===== src/rtl/mem_seq_pkg.sv =====
// mem_seq_pkg: shared types, sizing helpers and address slicing for the line sequencer
package mem_seq_pkg;
  typedef enum logic [1:0] {IDLE, BEAT, DONE, DROP} state_t;
  localparam int LINE_BITS = 128;
  function automatic int beats_of(input int w);
    return LINE_BITS / w;
  endfunction
  function automatic int mem_shift_of(input int w);
    return $clog2(w / 8);
  endfunction
  function automatic int beat_idx_w_of(input int w);
    return $clog2(LINE_BITS / w);
  endfunction
  localparam int BEATS      = beats_of(32);
  localparam int MEM_SHIFT  = mem_shift_of(32);
  localparam int BEAT_IDX_W = beat_idx_w_of(32);
  // beat address = line address with the beat index appended below it
  function automatic logic [63:0] beat_addr(input logic [63:0] line_addr, input logic [63:0] beat, input int idx_w);
    return (line_addr << idx_w) | beat;
  endfunction
endpackage


===== src/rtl/mem_line_sequencer.sv =====
// mem_line_sequencer: splits 128-bit cache line transfers into memory beats and reassembles reads
module mem_line_sequencer
  import mem_seq_pkg::*;
#(
  parameter int BUS_ADDRESS_WIDTH    = 20,
  parameter int BUS_DATA_WIDTH_SHIFT = 4,
  parameter int MEM_DATA_WIDTH       = 32
) (
  input  logic                                                   clk_i,
  input  logic                                                   rst_i,
  input  logic [BUS_ADDRESS_WIDTH-5:0]                           bus_addr_i,
  input  logic [LINE_BITS-1:0]                                   bus_data_i,
  input  logic                                                   bus_we_i,
  input  logic                                                   bus_valid_i,
  output logic [LINE_BITS-1:0]                                   bus_data_o,
  output logic                                                   bus_valid_o,
  output logic                                                   busy_o,
  output logic [BUS_ADDRESS_WIDTH-mem_shift_of(MEM_DATA_WIDTH)-1:0] mem_addr_o,
  output logic [MEM_DATA_WIDTH-1:0]                              mem_data_o,
  output logic                                                   mem_we_o,
  output logic                                                   mem_req_o,
  input  logic [MEM_DATA_WIDTH-1:0]                              mem_data_i,
  input  logic                                                   mem_ack_i
);
  localparam int NBEATS = beats_of(MEM_DATA_WIDTH);
  localparam int IDX_W  = beat_idx_w_of(MEM_DATA_WIDTH);
  localparam int MAW    = BUS_ADDRESS_WIDTH - mem_shift_of(MEM_DATA_WIDTH);
  localparam int LAW    = BUS_ADDRESS_WIDTH - 4;
  if (BUS_DATA_WIDTH_SHIFT != 4) begin : g_bad_shift
    $error("mem_line_sequencer: only BUS_DATA_WIDTH_SHIFT=4 is supported");
  end
  if (MEM_DATA_WIDTH != 32 && MEM_DATA_WIDTH != 64) begin : g_bad_width
    $error("mem_line_sequencer: MEM_DATA_WIDTH must be 32 or 64");
  end
  state_t               state;
  logic [IDX_W-1:0]     beat;
  logic [LAW-1:0]       line_addr;
  logic                 we_q;
  logic [LINE_BITS-1:0] line_q;
  assign bus_data_o  = line_q;
  assign bus_valid_o = state == DONE;
  assign busy_o      = state != IDLE;
  assign mem_req_o   = state == BEAT;
  assign mem_we_o    = mem_req_o && we_q;
  assign mem_addr_o  = MAW'(beat_addr(64'(line_addr), 64'(beat), IDX_W));
  assign mem_data_o  = line_q[beat*MEM_DATA_WIDTH +: MEM_DATA_WIDTH];
  always_ff @(posedge clk_i) begin
    if (rst_i) begin
      state     <= IDLE;
      beat      <= '0;
      line_addr <= '0;
      we_q      <= 1'b0;
      line_q    <= '0;
    end else begin
      case (state)
        IDLE: if (bus_valid_i) begin
          line_addr <= bus_addr_i;
          we_q      <= bus_we_i;
          beat      <= '0;
          if (bus_we_i) line_q <= bus_data_i;
          state     <= BEAT;
        end
        BEAT: if (mem_ack_i) begin
          if (!we_q) line_q[beat*MEM_DATA_WIDTH +: MEM_DATA_WIDTH] <= mem_data_i;
          if (beat == IDX_W'(NBEATS - 1)) state <= DONE;
          else beat <= beat + IDX_W'(1);
        end
        DONE: state <= DROP;
        DROP: if (!bus_valid_i) state <= IDLE;
        default: state <= IDLE;
      endcase
    end
  end
endmodule

===== config.mk =====
export PLATFORM = sky130hd
export DESIGN_NAME = mem_line_sequencer
export DESIGN_NICKNAME = d
export VERILOG_FILES = /design/src/rtl/mem_seq_pkg.sv /design/src/rtl/mem_line_sequencer.sv
export SDC_FILE = /design/constraint.sdc
export NUM_CORES = 1
export LEC_CHECK = 0
export CORE_AREA = 2 2 141 143
export DETAILED_ROUTE_END_ITERATION = 7
export DIE_AREA = 0 0 143 145
export PLACE_DENSITY = 0.78
export REMOVE_ABC_BUFFERS = 1
export SYNTH_ARGS = -nofsm -noshare
export SYNTH_HDL_FRONTEND = slang
export SYNTH_SLANG_ARGS = --single-unit

===== constraint.sdc =====
create_clock -name clk_i -period 3 [get_ports clk_i]
set_input_delay 0.6 -clock clk_i [delete_from_list [all_inputs] [get_ports clk_i]]
set_output_delay 0.6 -clock clk_i [all_outputs]
set_load 0.005 [all_outputs]

==> results.py <==
metrics = {
    "logic_synthesis": {
        "synth_edf_count": 0,
        "synth_seq_cells": 149,
        "post-synth-top-count-cell": "dfxtp_1",
        "synth_compound_area_share_pct": 31.2,
        "mappedNetlistArea_sq_um": 7600,
        "synth_adder_area_share_pct": 1.65,
        "syn_inst": 753,
        "synth.mux.area_fraction_pct": 10.0,
        "ys.flop_type": "dfxtp_1",
        "ys_warn_count": 0,
        "syn_avg_cell_area_sq_um": 10.1,
        "synth_seq_area_share_pct": 39.2,
        "synthSimpleGateAreaFrac_pct": 11.9,
        "ys_types": 27,
        "yosysTopAreaCell": "dfxtp_1",
        "synthTopCellsByArea": "dfxtp_1, a211oi_2, a22oi_1",
        "synth_top_family_by_area": "compound AO/OA/AOI/OAI gates",
        "yosys-top-cells-count": "dfxtp_1, nor2_1, a22oi_1, a211oi_2, clkbuf_1",
        "synth_xor_area_share_pct": 0,
        "async_flop_share_pct": 0,
        "synth_top_area_share_pct": 39.2,
    },
    "cts": {
        "ctsHoldBuffers": 0,
        "cts_tree": "done",
        "cts_buffer_depth": 2,
        "clk_latency_ns": 0.42,
        "cts_buffers": 17,
        "htreeDepth": 4,
        "ctsResizeCount": 0,
        "postCtsSetupBuffers": 0,
        "clk_pin_slew_ns": 0.06,
        "cts-root-buf": "clkbuf_16",
        "clock_sinks": 149,
    },
    "final_layout": {
        "syn2layout_area_growth_pct": 58.6,
        "drive_above_1_share_pct": 16.9,
        "fin_cells": 1354,
        "nets": 1267,
        "n_antenna_cell": 0,
    },
    "global_routing": {
        "track_usage_pct": 27.6,
        "grt_pass1_wl_mm": 44.1,
        "antenna_found_initial": 0,
        "grt_overflow": 0,
        "grt_start_max_net_pins": 93,
        "first_global_vias": 7691,
    },
    "die": {
        "ios": 363,
        "initial_core_util_pct": 39.6,
        "die_y_um": 145,
        "placementRows": 51,
        "fp.dieW_um": 143,
        "core_area_sq_um": 19200,
        "dieArea_sq_um": 20700,
    },
    "sta": {
        "period_share_pct": 95.0,
        "fmax_mhz": 351,
        "period_minus_slack_ns": 2.85,
        "slew_headroom_pct": 56.4,
        "rsz0062_at_grt": "false",
        "finalHoldViolCount": 0,
        "slew_violations": 0,
        "setup_violations": 0,
        "skew_ns": 0.00969,
        "worst_pin_slew_ns": 0.652,
        "whs_ns": 0.391,
    },
    "critical_path": {
        "r2r_start": "beat[1]",
        "end_kind": "output pin",
        "r2r_end": "bus_data_o[89]",
        "rrSetupSlack_ns": 0.59,
        "crit_arrival_ns": 2.25,
        "cp_max_fo": 21,
        "rr_worst_depth": 7,
        "cp.required_ns": 2.40,
        "worstSetupPathType": "reg2out",
        "critPathLaunchType": "register",
    },
    "power_and_ir_drop": {
        "internal-power_uw": 8170,
        "net-switching-power_uw": 5480,
        "vdd_drop_max_mv": 0.722,
        "powerDensity_nw_per_um2": 1130,
        "p_leak_uw": 0.00414,
        "power.share.sequential_pct": 27.0,
        "p_total_uw": 13600,
        "p_sw_share_pct": 40.1,
        "combPwrFrac_pct": 57.4,
        "clock_power_share_pct": 15.6,
    },
    "placement": {
        "port_buffers": 362,
        "hpwlAfterDp_mm": 20.3,
        "dp_cells": 1322,
        "gp_congestion": 0.830,
    },
    "detailed_routing": {
        "postRouteAntennaNets": 0,
        "wl_per_cell_um": 21.7,
        "viasPerCell": 5.67,
        "dr_total_vias": 7674,
        "drc": 0,
        "postRouteWirelength_mm": 29.4,
        "drtPass1Iterations": 5,
        "drt_iter0_drc": 620,
    },
    "outcome": {
        "run_status": "completed",
    },
    "hold_path": {
        "hold_depth": 2,
        "hp-class": "in2reg",
        "hold_end": "bus_data_o[126]",
        "hold_path_startpoint": "rst_i",
    },
    "run": {
        "max-cap-violations": 0,
    },
}
-- layout by cell type, fill, tap and decap left out, types with 5 or more instances in the layout --
cell type	netlist	layout
a211oi_2	85	84
clkinv_2	0	5
buf_4	10	16
inv_1	6	5
a211oi_1	14	14
nor2b_1	5	5
nand2_1	38	38
buf_12	0	10
ha_1	10	10
a21oi_1	17	17
mux4_2	32	32
a221oi_1	33	33
nor3_1	32	32
dfxtp_1	149	147
clkbuf_16	0	17
clkdlybuf4s50_1	0	361
nor2_1	135	135
a22oi_1	96	96
-- registers in the layout (all words and copies together), names as in the netlist --
name	count
bus_data_o	128
state	2
beat	2
we_q	1
line_addr	16
-- kinds of logic after synthesis --
logic type               Yosys count
adder cells (fa/ha/maj)           10
multiplexers                      36
flip-flops                       149
AO/OA/AOI/OAI                    250
buffers and inverters             90
AND/OR/NAND/NOR                  218
-- metrics by stage --
step	TNS [ns]	setup slack (ns)	area, sq um	util, %
after floorplan	-191.12	-1.66	7170	-
after global placement	0	0.385	11500	59.7
after detailed placement	0	0.306	11500	59.7
after CTS	0	0.105	12100	62.7
after global routing	0	0.0586	12100	62.7
final	0	0.149	12100	62.7
-- power by group through the flow --
stage	clock (uW)	sequential, uW	combinational [uW]
2_1_floorplan	0	3590	4000
3_3_place_gp	0	3680	7620
3_5_place_dp	0	3690	7820
4_1_cts	2160	3670	7850
5_1_grt	2250	3780	8410
6_report	2120	3690	7830
-- worst max-delay path, stage by stage, from the launching register on --
cell and delay, ns:
dfxtp_2 0.51, buf_12 0.27, mux4_2 0.53, clkdlybuf4s50_1 0.51
-- how the worst max path moves through the flow --
stage               startpoint               to  slack (ns)  cells after the start
finish                 beat[0]   mem_data_o[29]        0.15                      3
global route           beat[0]   mem_data_o[26]        0.06                      3
CTS                    beat[0]   mem_data_o[29]        0.10                      3
detailed placement   mem_ack_i   bus_data_o[32]        0.31                      6
global placement     mem_ack_i   bus_data_o[34]        0.39                      6
floorplan              beat[0]  bus_data_o[100]       -1.66                      5
-- final cells by class --
type	instances	area (sq um)
inverter	6	25.0
sequential	149	2990
timing repair buffer	388	3950
clock inverter	9	101
fill	1546	7160
clock buffer	23	478
tap	265	332
multi-input combinational	514	4190
-- metal layers --
layer	track usage, %	vias to the layer above	part of all wire, %
li1	-	3513	-
met1	33.2	3713	39
met2	46.7	394	49
met3	7.85	54	8.4
met4	9.95	0	2.6
met5	0	-	0
No activity file was read; power rests on OpenSTA's default activity.
